`config.mk`:
```
export PLATFORM = sky130hd
export DESIGN_NAME = usr_reg_stage
export DESIGN_NICKNAME = d
export VERILOG_FILES = /design/src/rtl/usr_reg_stage.sv
export SDC_FILE = /design/constraint.sdc
export NUM_CORES = 1
export LEC_CHECK = 0
export BUFFER_PORTS_ARGS = -buffer_cell sky130_fd_sc_hd__buf_2
export CAP_MARGIN = 40
export CORE_MARGIN = 2
export CORE_UTILIZATION = 50
export DETAILED_ROUTE_END_ITERATION = 10
export GPL_TIMING_DRIVEN = 0
export PLACE_DENSITY = 0.87
export REMOVE_ABC_BUFFERS = 1
export SYNTH_ARGS = -nofsm -noshare
export SYNTH_HDL_FRONTEND = slang
export SYNTH_SLANG_ARGS = --single-unit
```
`constraint.sdc`:
```
create_clock -name clk -period 3.3 [get_ports clk]
set_input_delay 0.33 -clock clk [delete_from_list [all_inputs] [get_ports clk]]
set_output_delay 0.33 -clock clk [all_outputs]
set_load 0.01 [all_outputs]
```
`src/rtl/usr_reg_stage.sv`:
```
// Storage stage of the reversible universal shift register.
// Per-bit 4:1 select with rotate, saturating shift counter and drained flag.
module usr_reg_stage #(
   parameter int WIDTH = 4,
   parameter int CNT_W = 8
) (
   input  logic             clk,
   input  logic             rst,
   input  logic             en,
   input  logic [1:0]       mode,
   input  logic             rotate,
   input  logic             sir,
   input  logic             sil,
   input  logic [WIDTH-1:0] pin,
   output logic [WIDTH-1:0] q,
   output logic             sor,
   output logic             sol,
   output logic [CNT_W-1:0] shift_cnt,
   output logic             drained
);

   localparam logic [CNT_W-1:0] CNT_MAX = '1;
   localparam logic [31:0]      W32     = WIDTH;

   logic [WIDTH-1:0] data_q, data_d;
   logic [CNT_W-1:0] cnt_q, cnt_d;
   logic             drained_q, drained_d;
   logic             din_r, din_l;
   logic             shift;

   assign din_r = rotate ? data_q[0] : sir;
   assign din_l = rotate ? data_q[WIDTH-1] : sil;
   assign shift = en && (mode == 2'b01 || mode == 2'b10);

   always_comb begin
      data_d = data_q;
      if (en) begin
         unique case (mode)
            2'b00: data_d = data_q;
            2'b01: data_d = {din_r, data_q[WIDTH-1:1]};
            2'b10: data_d = {data_q[WIDTH-2:0], din_l};
            2'b11: data_d = pin;
            default: data_d = data_q;
         endcase
      end
   end

   // counter saturates; a load clears both counter and flag
   always_comb begin
      cnt_d     = cnt_q;
      drained_d = drained_q;
      if (en && mode == 2'b11) begin
         cnt_d     = '0;
         drained_d = 1'b0;
      end else if (shift) begin
         if (cnt_q != CNT_MAX) begin
            cnt_d = cnt_q + 1'b1;
         end
         drained_d = drained_q | (32'(cnt_d) >= W32);
      end
   end

   always_ff @(posedge clk) begin
      if (rst) begin
         data_q    <= '0;
         cnt_q     <= '0;
         drained_q <= 1'b0;
      end else begin
         data_q    <= data_d;
         cnt_q     <= cnt_d;
         drained_q <= drained_d;
      end
   end

   assign q         = data_q;
   assign sor       = data_q[0];
   assign sol       = data_q[WIDTH-1];
   assign shift_cnt = cnt_q;
   assign drained   = drained_q;

endmodule
```
# Word level (Yosys, flattened, before mapping)
# Cells that the tools add are included.
[word_totals]
input_bits = 12
reg_bits = 13
out_inout_bits = 15
elab_cells = 23
[classes]
reduce_logical = 6
n_mux = 6
addsub = 1
bitwise = 2
n_eq_ne = 4
order_cmp = 1
[op_table]
columns = ["cell", "count"]
rows = [
  ["8-bit 2-to-1 mux", 3],
  ["4-bit one-hot mux with 3 select lines", 1],
  ["8-bit by 1-bit adder with 8-bit output (second input constant)", 1],
  ["8-bit by 3-bit greater-or-equal comparator with 1-bit output (second input constant)", 1],
  ["8-bit != test (second input constant)", 1],
  ["2-bit equality test (second input constant)", 2],
  ["2-bit by 1-bit equality test with 1-bit output (second input constant)", 1],
  ["1-bit logical AND", 2],
  ["2-bit zero test", 1],
  ["1-bit 2-to-1 mux", 2],
  ["2-bit AND reduction", 1],
  ["2-bit OR reduction", 1],
  ["1-bit logical OR", 1],
  ["1-bit inverter", 1],
  ["1-bit bitwise OR", 1],
]

# Longest topological paths before layout
# Gate-level depths: netlist of run 1.
[depth]
word_depth = 7
mapped_depth = 6
depth_no_buf = 6

# Worst setup path before layout of run 1
# No wires, ideal clock.
[synth_path]
path_type = "input to register"
start = "input port mode[0]"
end = "register cnt_q[5], in the netlist shift_cnt[5]"
cell_stages = 6
required_ns = 3.169
setup_slack_ns = 1.873
arrival_ns = 1.296
setup_ns = 0.131
path_buffers = 0
cell_sequence = "inv_1 -> ha_1 -> nand2_1 -> or2_0 -> o311ai_1 -> o41ai_1"
[synth_via]
elab_chain_len = 3
word_cells_on_any_way = 7
cone_classes = "eq/ne: 3; reduce/logical: 4"
[synth_lines]
columns = ["element", "line", "rtl"]
rows = [
  ["from (decl)", "10", "input logic [1:0] mode,"],
  ["2-bit equality test (tied with other cells)", "52", "if (en && mode == 2'b11) begin"],
  ["1-bit logical AND / 1-bit logical OR (equally long branches)", "52, 33", ""],
  ["2-bit OR reduction (no line) / 1-bit logical AND (equally long branches)", "--", ""],
  ["to (signal assigned)", "70", "cnt_q <= cnt_d;"],
  ["to (decl)", "26", "logic [CNT_W-1:0] cnt_q, cnt_d;"],
]
# Several ways; a longest one is shown, not always the timed one.
# A chain may end at the register's enable or synchronous reset.

# Worst setup path in the final report of run 1
[layout_path]
start = "register cnt_q[0], in the netlist shift_cnt[0]"
end = "register cnt_q[6], in the netlist shift_cnt[6]"
[layout_via]
elab_chain_len = 4
word_cells_on_any_way = 5
cone_classes = "add/sub: 1; eq/ne: 1; mux: 3"
[layout_lines]
columns = ["element", "line", "rtl"]
rows = [
  ["8-bit by 1-bit adder with 8-bit output / 8-bit != test (equally long branches)", "57, 56", ""],
  ["8-bit 2-to-1 mux *", "56", "if (cnt_q != CNT_MAX) begin"],
  ["8-bit 2-to-1 mux *", "55", "end else if (shift) begin"],
  ["8-bit 2-to-1 mux *", "52", ""],
]
# Every way passes the cells marked *; elsewhere a longest branch is shown, timed or not. The select of a mux whose other input is x is not followed.

==> metrics.csv, run 1 <==
metric,value,unit
worstMarginPinSlew,0.493,ns
ys_warn_count,0,
status,"complete, no violations",
cp.required,3.50,ns
yosysUniqueCellTypes,33,
synth.area.top_cells,"dfxtp_1 34%, ha_1 6.5%, nor2_1 5.8%",
cts_buffers,3,
r2r.worst_path.cells,5,
synthArstFlopShare,0,%
p_total,0.000322,W
end_kind,flop,
slew_viol_final,0,
antenna_found_initial,0,
core,0.00147,mm2
drive_gt1_share,29.7,%
grt_pass1_wl,3.03,mm
drc,0,
post-route-period-util,46.5,%
vias_per_cell,6.07,
numPortBuffers,26,
seqPwrFrac,52.4,%
p_sw_share,27.8,%
antenna_left,0,
place.gp.congestion,0.853,
slowest_stage,dfxtp_1,
hold_viol_final,0,
grt_pass1_vias,712,
cts-resized-gates,0,
powerDensity,353,mW/mm2
ctsHoldBuffers,0,
slowest_delay,0.41,ns
rsz0062_at_grt,false,
regArea,260,um2
syn_inst,94,
root_buffer,clkbuf_4,
syn_avg_cell_area,8.25,um2
die_w,43.4,um
maxSlewHeadroom,67.1,%
antennaDiodeCount,0,
setup_ws,1.77,ns
hp-class,in -> reg,
crit_type,reg -> reg,
multi_input_area,460,um2
num_vias,813,
intPower,0.000232,W
whs_path_depth,2,
grtUsageTotal,21.6,%
synth_edf_count,0,
yosys.area.top_type_share,33.5,%
drt_wl_total,1.81,mm
setup_violations,0,
final_net_count,135,
fillers,140,
synth-main-ff-cell,dfxtp_1,
switching_power,0.0000895,W
cts_tree,yes,
drtPass1Iterations,4,
clkPwrFrac,31.8,%
dp_slack,1.64,ns
fin_crit,1.53,ns
yosysSeqAreaShare,33.5,%
clkSinkCount,13,
die_height,43.4,um
fp-row-count,14,
grt_max_degree,11,
ioPinCount,27,
synth_seq_cells,13,
clk_path_buf_depth,2,
worstPathMaxFanout,6,
startpoint_type,flop,
combinationalPowerShare,15.7,%
wl_per_cell,13.5,um
synth_top_area_cell,dfxtp_1,
gr-total-overflow,0,
start_util,52.7,%
htree_levels,1,
cts_setup_buffers,0,
path_clk_slew,0.08,ns
ir_drop,262,uV
synth_area,776,um2
arrival,1.74,ns
finClkSkew,0.00772,ns
p_leak,0.421,nW
max_freq,652,MHz
area_growth,17.6,%
insertion_delay,0.29,ns
dp_hpwl,1.29,mm
die_area,0.00188,mm2
drtIter0Drc,27,
worstPathCellList,"ha_1, nand3_1, nor2_1, a31oi_1, a211oi_1",
drv_cap,0,
tns,0,ns
==> worst max-delay path, delay by kind of cell (launching register included) <==
family	cells	cell delay [ns]
AND/OR/NAND/NOR	2	0.45
flip-flops	1	0.41
AO/OA/AOI/OAI	2	0.34
adder cells (fa/ha/maj)	1	0.27
==> power groups by stage <==
stage | clock [W] | sequential (W) | combinational [W]
final | 0.000102 | 0.000169 | 0.0000506
after global routing | 0.000114 | 0.000170 | 0.0000571
after CTS | 0.000105 | 0.000169 | 0.0000508
after detailed placement | 0 | 0.000172 | 0.0000500
after global placement | 0 | 0.000172 | 0.0000487
after floorplan | 0 | 0.000175 | 0.0000259
==> path summary, 6_finish.rpt <==
path | start | end | slack, ns
setup / recovery | shift_cnt[0] | shift_cnt[6] | 1.77
hold / removal | rst | q[3] | 0.28
setup reg to reg | shift_cnt[0] | shift_cnt[6] | 1.77
hold reg to reg | q[3] | q[2] | 0.54
==> logic make-up after synthesis <==
| logic type | share of synthesized area, % |
|---|---|
| AND/OR/NAND/NOR | 24.7 |
| AO/OA/AOI/OAI | 21.8 |
| flip-flops | 33.5 |
| XOR/XNOR | 2.26 |
| adder cells (fa/ha/maj) | 6.45 |
| buffers and inverters | 7.10 |
| multiplexers | 4.19 |
==> metal layers <==
| layer | GRT usage (%) | up-vias | wire length [um] |
|---|---|---|---|
| li1 | - | 394 | - |
| met1 | 25.5 | 360 | 713 |
| met2 | 34.6 | 53 | 889 |
| met3 | 7.50 | 6 | 174 |
| met4 | 11.5 | 0 | 36 |
| met5 | 0 | - | 0 |
==> registers in the layout, indices dropped and copies added (netlist names) <==
| register | cells |
|---|---|
| q | 4 |
| shift_cnt | 8 |
| drained | 1 |
==> stage by stage <==
| step | hold WS, ns | cell area (um2) | cells | utilization, % |
|---|---|---|---|---|
| 5_1_grt | 0.274 | 912 | 134 | 62.0 |
| 4_1_cts | 0.273 | 912 | 134 | 62.0 |
| 3_5_place_dp | 0.519 | 886 | 130 | 60.2 |
| 3_3_place_gp | 0.514 | 886 | 130 | 60.2 |
| 6_report | 0.281 | 912 | 134 | 62.0 |
| 2_1_floorplan | 0.402 | 736 | 88 | - |
==> cells in the mapped netlist (3+ instances only) <==
library cell	n
a311oi_1	4
a21oi_1	3
nand3_1	4
nand2_1	7
a22oi_1	4
ha_1	4
dfxtp_1	13
nor2_1	12
inv_1	4
buf_4	4
nor3_1	5
==> final cells by class <==
class                           count  share of cell area (%)
Clock buffer                        4                    2.88
Sequential cell                    13                    28.5
Multi-Input combinational cell     71                    50.5
Tap cell                           16                    2.19
Inverter                            4                    1.65
Timing Repair Buffer               26                    14.3
==> cell usage in the layout (no fill, tap or decap), types with 3 or more instances in the layout <==
cell type / synthesis / routed
nand3_1: 4 / 4
nor3_1: 5 / 5
a21oi_1: 3 / 3
dfxtp_1: 13 / 13
nand2_1: 7 / 7
a311oi_1: 4 / 4
a22oi_1: 4 / 4
clkbuf_4: 0 / 3
inv_1: 4 / 4
nor2_1: 12 / 12
buf_2: 2 / 26
ha_1: 4 / 4
Power figures use the tool's default switching activity.
==> run 2, diff against run 1 <==
- CORE_UTILIZATION: 50 -> 43
- PLACE_DENSITY: 0.87 -> 0.8
- clock period: 3.3 -> 1.3 ns (I/O delays scaled with it)
==> metrics.csv, run 2 (same netlist as run 1, synthesis figures left out) <==
metric,value,unit,change
clk_path_buf_depth,2,,unchanged
worstPathCellList,"ha_4, nand3_4, o2111ai_2, xor2_1, nor2_1",,
rsz0062_at_grt,true,,
ir_drop,593,uV,+130%
drive_gt1_share,45.2,%,+16 points
worstPathMaxFanout,6,,unchanged
p_leak,0.478,nW,+13%
grt_pass1_vias,707,,-0.70%
drtPass1Iterations,4,,unchanged
fp-row-count,15,,+1
numPortBuffers,26,,unchanged
hp-class,in -> reg,,
finClkSkew,0.0110,ns,+0.00330 ns
max_freq,739,MHz,+13%
layout_commonest_cell,buf_2,,
grt_max_degree,11,,unchanged
cts_buffers,3,,unchanged
crit_type,reg -> reg,,
dp_hpwl,1.31,mm,+1.2%
post-route-period-util,104,%,+58 points
start_util,45.4,%,-7.3 points
htree_levels,1,,unchanged
die_w,46.5,um,+7.1%
layout_common_cells,"26 x buf_2, 11 x nor2_1, 8 x buf_4",,
drc,0,,unchanged
r2r.worst_path.cells,5,,unchanged
fin_crit,1.35,ns,-0.181 ns
fillers,152,,+8.6%
wl_per_cell,14.8,um,+9.5%
slowest_delay,0.39,ns,-0.02 ns
cp.required,1.48,ns,-2.02 ns
antenna_found_initial,0,,unchanged
ioPinCount,27,,unchanged
die_height,46.5,um,+7.1%
num_vias,887,,+9.1%
slew_viol_final,0,,unchanged
root_buffer,clkbuf_4,,
slowest_stage,dfxtp_4,,
largest_reg_flops,8,,unchanged
startpoint_type,flop,,
antenna_left,0,,unchanged
cts_tree,yes,,
p_total,0.000840,W,+160%
vias_per_cell,5.87,,-3.2%
gr-total-overflow,0,,unchanged
final_net_count,143,,+5.9%
hold_viol_final,0,,unchanged
drt_wl_total,2.24,mm,+23%
die_area,0.00216,mm2,+15%
violations,negative setup slack,,
grt_pass1_wl,3.05,mm,+0.66%
arrival,1.53,ns,-0.21 ns
clkSinkCount,13,,unchanged
worstMarginPinSlew,0.519,ns,+0.0263 ns
insertion_delay,0.30,ns,about the same
path_clk_slew,0.10,ns,+0.02 ns
whs_path_depth,2,,unchanged
status,"finished, violations left",,
setup_violations,1,,+1
drtIter0Drc,38,,+41%
antennaDiodeCount,0,,unchanged
core,0.00171,mm2,+16%
powerDensity,791,mW/mm2,+120%
setup_ws,-0.0541,ns,-1.82 ns
ctsHoldBuffers,0,,unchanged
maxSlewHeadroom,65.3,%,-1.8 points
grtUsageTotal,20.6,%,-0.99 points
place.gp.congestion,0.875,,+2.6%
area_growth,36.9,%,
fin_hold_ws,0.0821,ns,-0.199 ns
drv_cap,0,,unchanged
end_kind,flop,,
run 2: final cells by class:
cell class                      count  area, um2  share of cell area [%]
Timing Repair Buffer               34        190                    17.9
Clock buffer                        3       22.5                    2.12
Inverter                            4       15.0                    1.41
Tap cell                           25       31.3                    2.94
Multi-Input combinational cell     71        518                    48.8
Sequential cell                    13        280                    26.4
Clock inverter                      1       5.00                   0.471
run 2: metrics by stage:
stage	area [um2]	setup slack, ns	util (%)	std cells	TNS (ns)
2_1_floorplan	736	-0.113	-	88	-0.443
3_3_place_gp	897	-0.196	52.5	139	-1.01
3_5_place_dp	897	-0.203	52.5	139	-1.09
4_1_cts	963	0.00578	56.4	143	0
5_1_grt	1060	-0.0731	62.2	151	-0.118
6_report	1060	-0.0541	62.2	151	-0.0541
run 2: critical path, delay by kind of cell, from the launching register on:
family / cells / cell delay, ns
flip-flops: 1 / 0.39
AO/OA/AOI/OAI: 1 / 0.24
XOR/XNOR: 1 / 0.23
AND/OR/NAND/NOR: 2 / 0.21
adder cells (fa/ha/maj): 1 / 0.17
run 2: path summary, 6_finish.rpt:
kind,start,end,slack [ns]
setup / recovery,shift_cnt[1],shift_cnt[3],-0.05
hold / removal,rst,q[1],0.08
setup reg to reg,shift_cnt[1],shift_cnt[3],-0.05
hold reg to reg,q[2],q[1],0.53
run 2: timing repair:
item	CTS	global route
buffers inserted	0	8
gates resized for setup	13	9
endpoints found under the setup margin	7	7
pin swaps	1	4
cloned	0	0
run 2: report_power, final:
| group | internal, W | switching (W) | total, W |
|---|---|---|---|
| Sequential | 0.000407 | 0.0000171 | 0.000424 |
| Combinational | 0.0000642 | 0.0000787 | 0.000143 |
| Clock | 0.000115 | 0.000158 | 0.000273 |
run 2: per-layer routing:
layer	global-route usage, %	vias to the layer above	share of wire [%]
met5	0	-	0
li1	-	409	-
met1	22.1	402	37
met4	13.1	0	3.8
met3	5.88	8	9.5
met2	35.0	68	50
==> run 3, diff against run 2 <==
- SLEW_MARGIN: unset -> 10
- clock period: 1.3 -> 1.2 ns (I/O delays scaled with it)
==> metrics.csv, run 3 (same netlist as run 1, synthesis figures left out) <==
metric,value,unit,change
grt_max_degree,11,,unchanged
root_buffer,clkbuf_4,,
core,0.00171,mm2,unchanged
drive_gt1_share,44.8,%,-0.44 points
clk_path_buf_depth,2,,unchanged
largest_reg_flops,8,,unchanged
die_area,0.00216,mm2,unchanged
ioPinCount,27,,unchanged
placed_area,897,um2,unchanged
worstPathMaxFanout,6,,unchanged
num_vias,862,,-2.8%
area_growth,36.6,%,
grt_pass1_vias,783,,+11%
cts_buffers,3,,unchanged
cts_tree,yes,,
cp.required,1.37,ns,-0.11 ns
maxSlewHeadroom,66.7,%,+1.4 points
antenna_found_initial,0,,unchanged
grt_pass1_wl,3.40,mm,+12%
p_total,0.000895,W,+6.6%
hp-class,in -> reg,,
finClkSkew,0.0112,ns,+0.000166 ns
clkSinkCount,13,,unchanged
dp_slack,-0.303,ns,-0.100 ns
worstMarginPinSlew,0.499,ns,-0.0207 ns
final_area,0.00106,mm2,-0.24%
start_util,45.4,%,unchanged
antennaDiodeCount,0,,unchanged
layout_common_cells,"26 x buf_2, 11 x nor2_1, 7 x nand2_1, 7 x buf_4, 6 x dfxtp_4",,
drtIter0Drc,24,,-37%
antenna_left,0,,unchanged
drtPass1Iterations,4,,unchanged
insertion_delay,0.30,ns,about the same
setup_violations,4,,+3
post-route-period-util,101,%,-2.9 points
ctsHoldBuffers,0,,unchanged
path_clk_slew,0.09,ns,about the same
layout_commonest_cell,buf_2,,
ir_drop,601,uV,+1.2%
arrival,1.38,ns,-0.15 ns
p_leak,0.471,nW,-1.4%
rsz0062_at_grt,true,,
die_height,46.5,um,unchanged
numPortBuffers,26,,unchanged
status,"finished, violations left",,
gr-total-overflow,0,,unchanged
violations,negative setup slack,,
fin_crit,1.21,ns,-0.139 ns
final_net_count,142,,-0.70%
powerDensity,845,mW/mm2,+6.8%
drt_wl_total,2.15,mm,-3.8%
place.gp.congestion,0.875,,unchanged
end_kind,flop,,
die_w,46.5,um,unchanged
vias_per_cell,5.75,,-2.2%
wl_per_cell,14.4,um,-3.2%
drc,0,,unchanged
crit_type,reg -> reg,,
fp-row-count,15,,unchanged
grtUsageTotal,22.9,%,+2.3 points
slew_viol_final,0,,unchanged
drv_cap,0,,unchanged
dp_hpwl,1.31,mm,unchanged
max_freq,823,MHz,+11%
setup_ws,-0.0148,ns,+0.0392 ns
htree_levels,1,,unchanged
startpoint_type,flop,,
fin_hold_ws,0.0755,ns,-0.00660 ns
hold_viol_final,0,,unchanged
-- run 3: metal layers --
layer | routed length, um | share of wire, % | vias to the layer above | global-route usage, %
met2 | 1070 | 50 | 57 | 40.0
met3 | 168 | 7.8 | 6 | 6.27
met4 | 64 | 3.0 | 0 | 14.9
met1 | 847 | 39 | 392 | 23.7
li1 | - | - | 407 | -
met5 | 0 | 0 | - | 0
-- run 3: power breakdown --
part	internal (W)	total, W	switching [W]
clock network	0.000124	0.000288	0.000164
registers	0.000436	0.000454	0.0000178
logic	0.0000694	0.000153	0.0000835
-- run 3: area by class of cell --
cell class,instances,area (um2)
well taps,25,31.3
multi-input cells,71,518
repair buffers,33,183
inverters,4,15.0
clock buffers,3,22.5
fillers,152,648
clock inverters,1,5.00
flip-flops and latches,13,285
-- run 3: path summary, 6_finish.rpt --
path,depth (start not counted),start,slack [ns],to
setup / recovery,5,shift_cnt[3],-0.01,shift_cnt[5]
hold / removal,2,rst,0.08,q[1]
setup reg to reg,5,shift_cnt[3],-0.01,shift_cnt[5]
hold reg to reg,2,q[2],0.53,q[1]
-- run 3: per-stage QoR --
| stage | TNS [ns] | instances | utilization [%] |
|---|---|---|---|
| 2_1_floorplan | -1.09 | 88 | - |
| 3_3_place_gp | -1.82 | 139 | 52.5 |
| 3_5_place_dp | -2.15 | 139 | 52.5 |
| 4_1_cts | -0.0119 | 150 | 60.9 |
| 5_1_grt | -0.331 | 150 | 62.1 |
| 6_report | -0.0292 | 150 | 62.1 |
-- run 3: timing repair --
item	4_1_cts	5_1_grt
gates resized for setup	19	5
pin swaps	4	6
setup buffers	7	0
setup endpoints to repair	8	6
-- run 3: critical path, cell delays in order (launching register included) --
cell	delay [ns]
dfxtp_4	0.37
buf_4	0.15
nand3_4	0.13
nor2_1	0.07
o311ai_2	0.24
o41ai_1	0.11
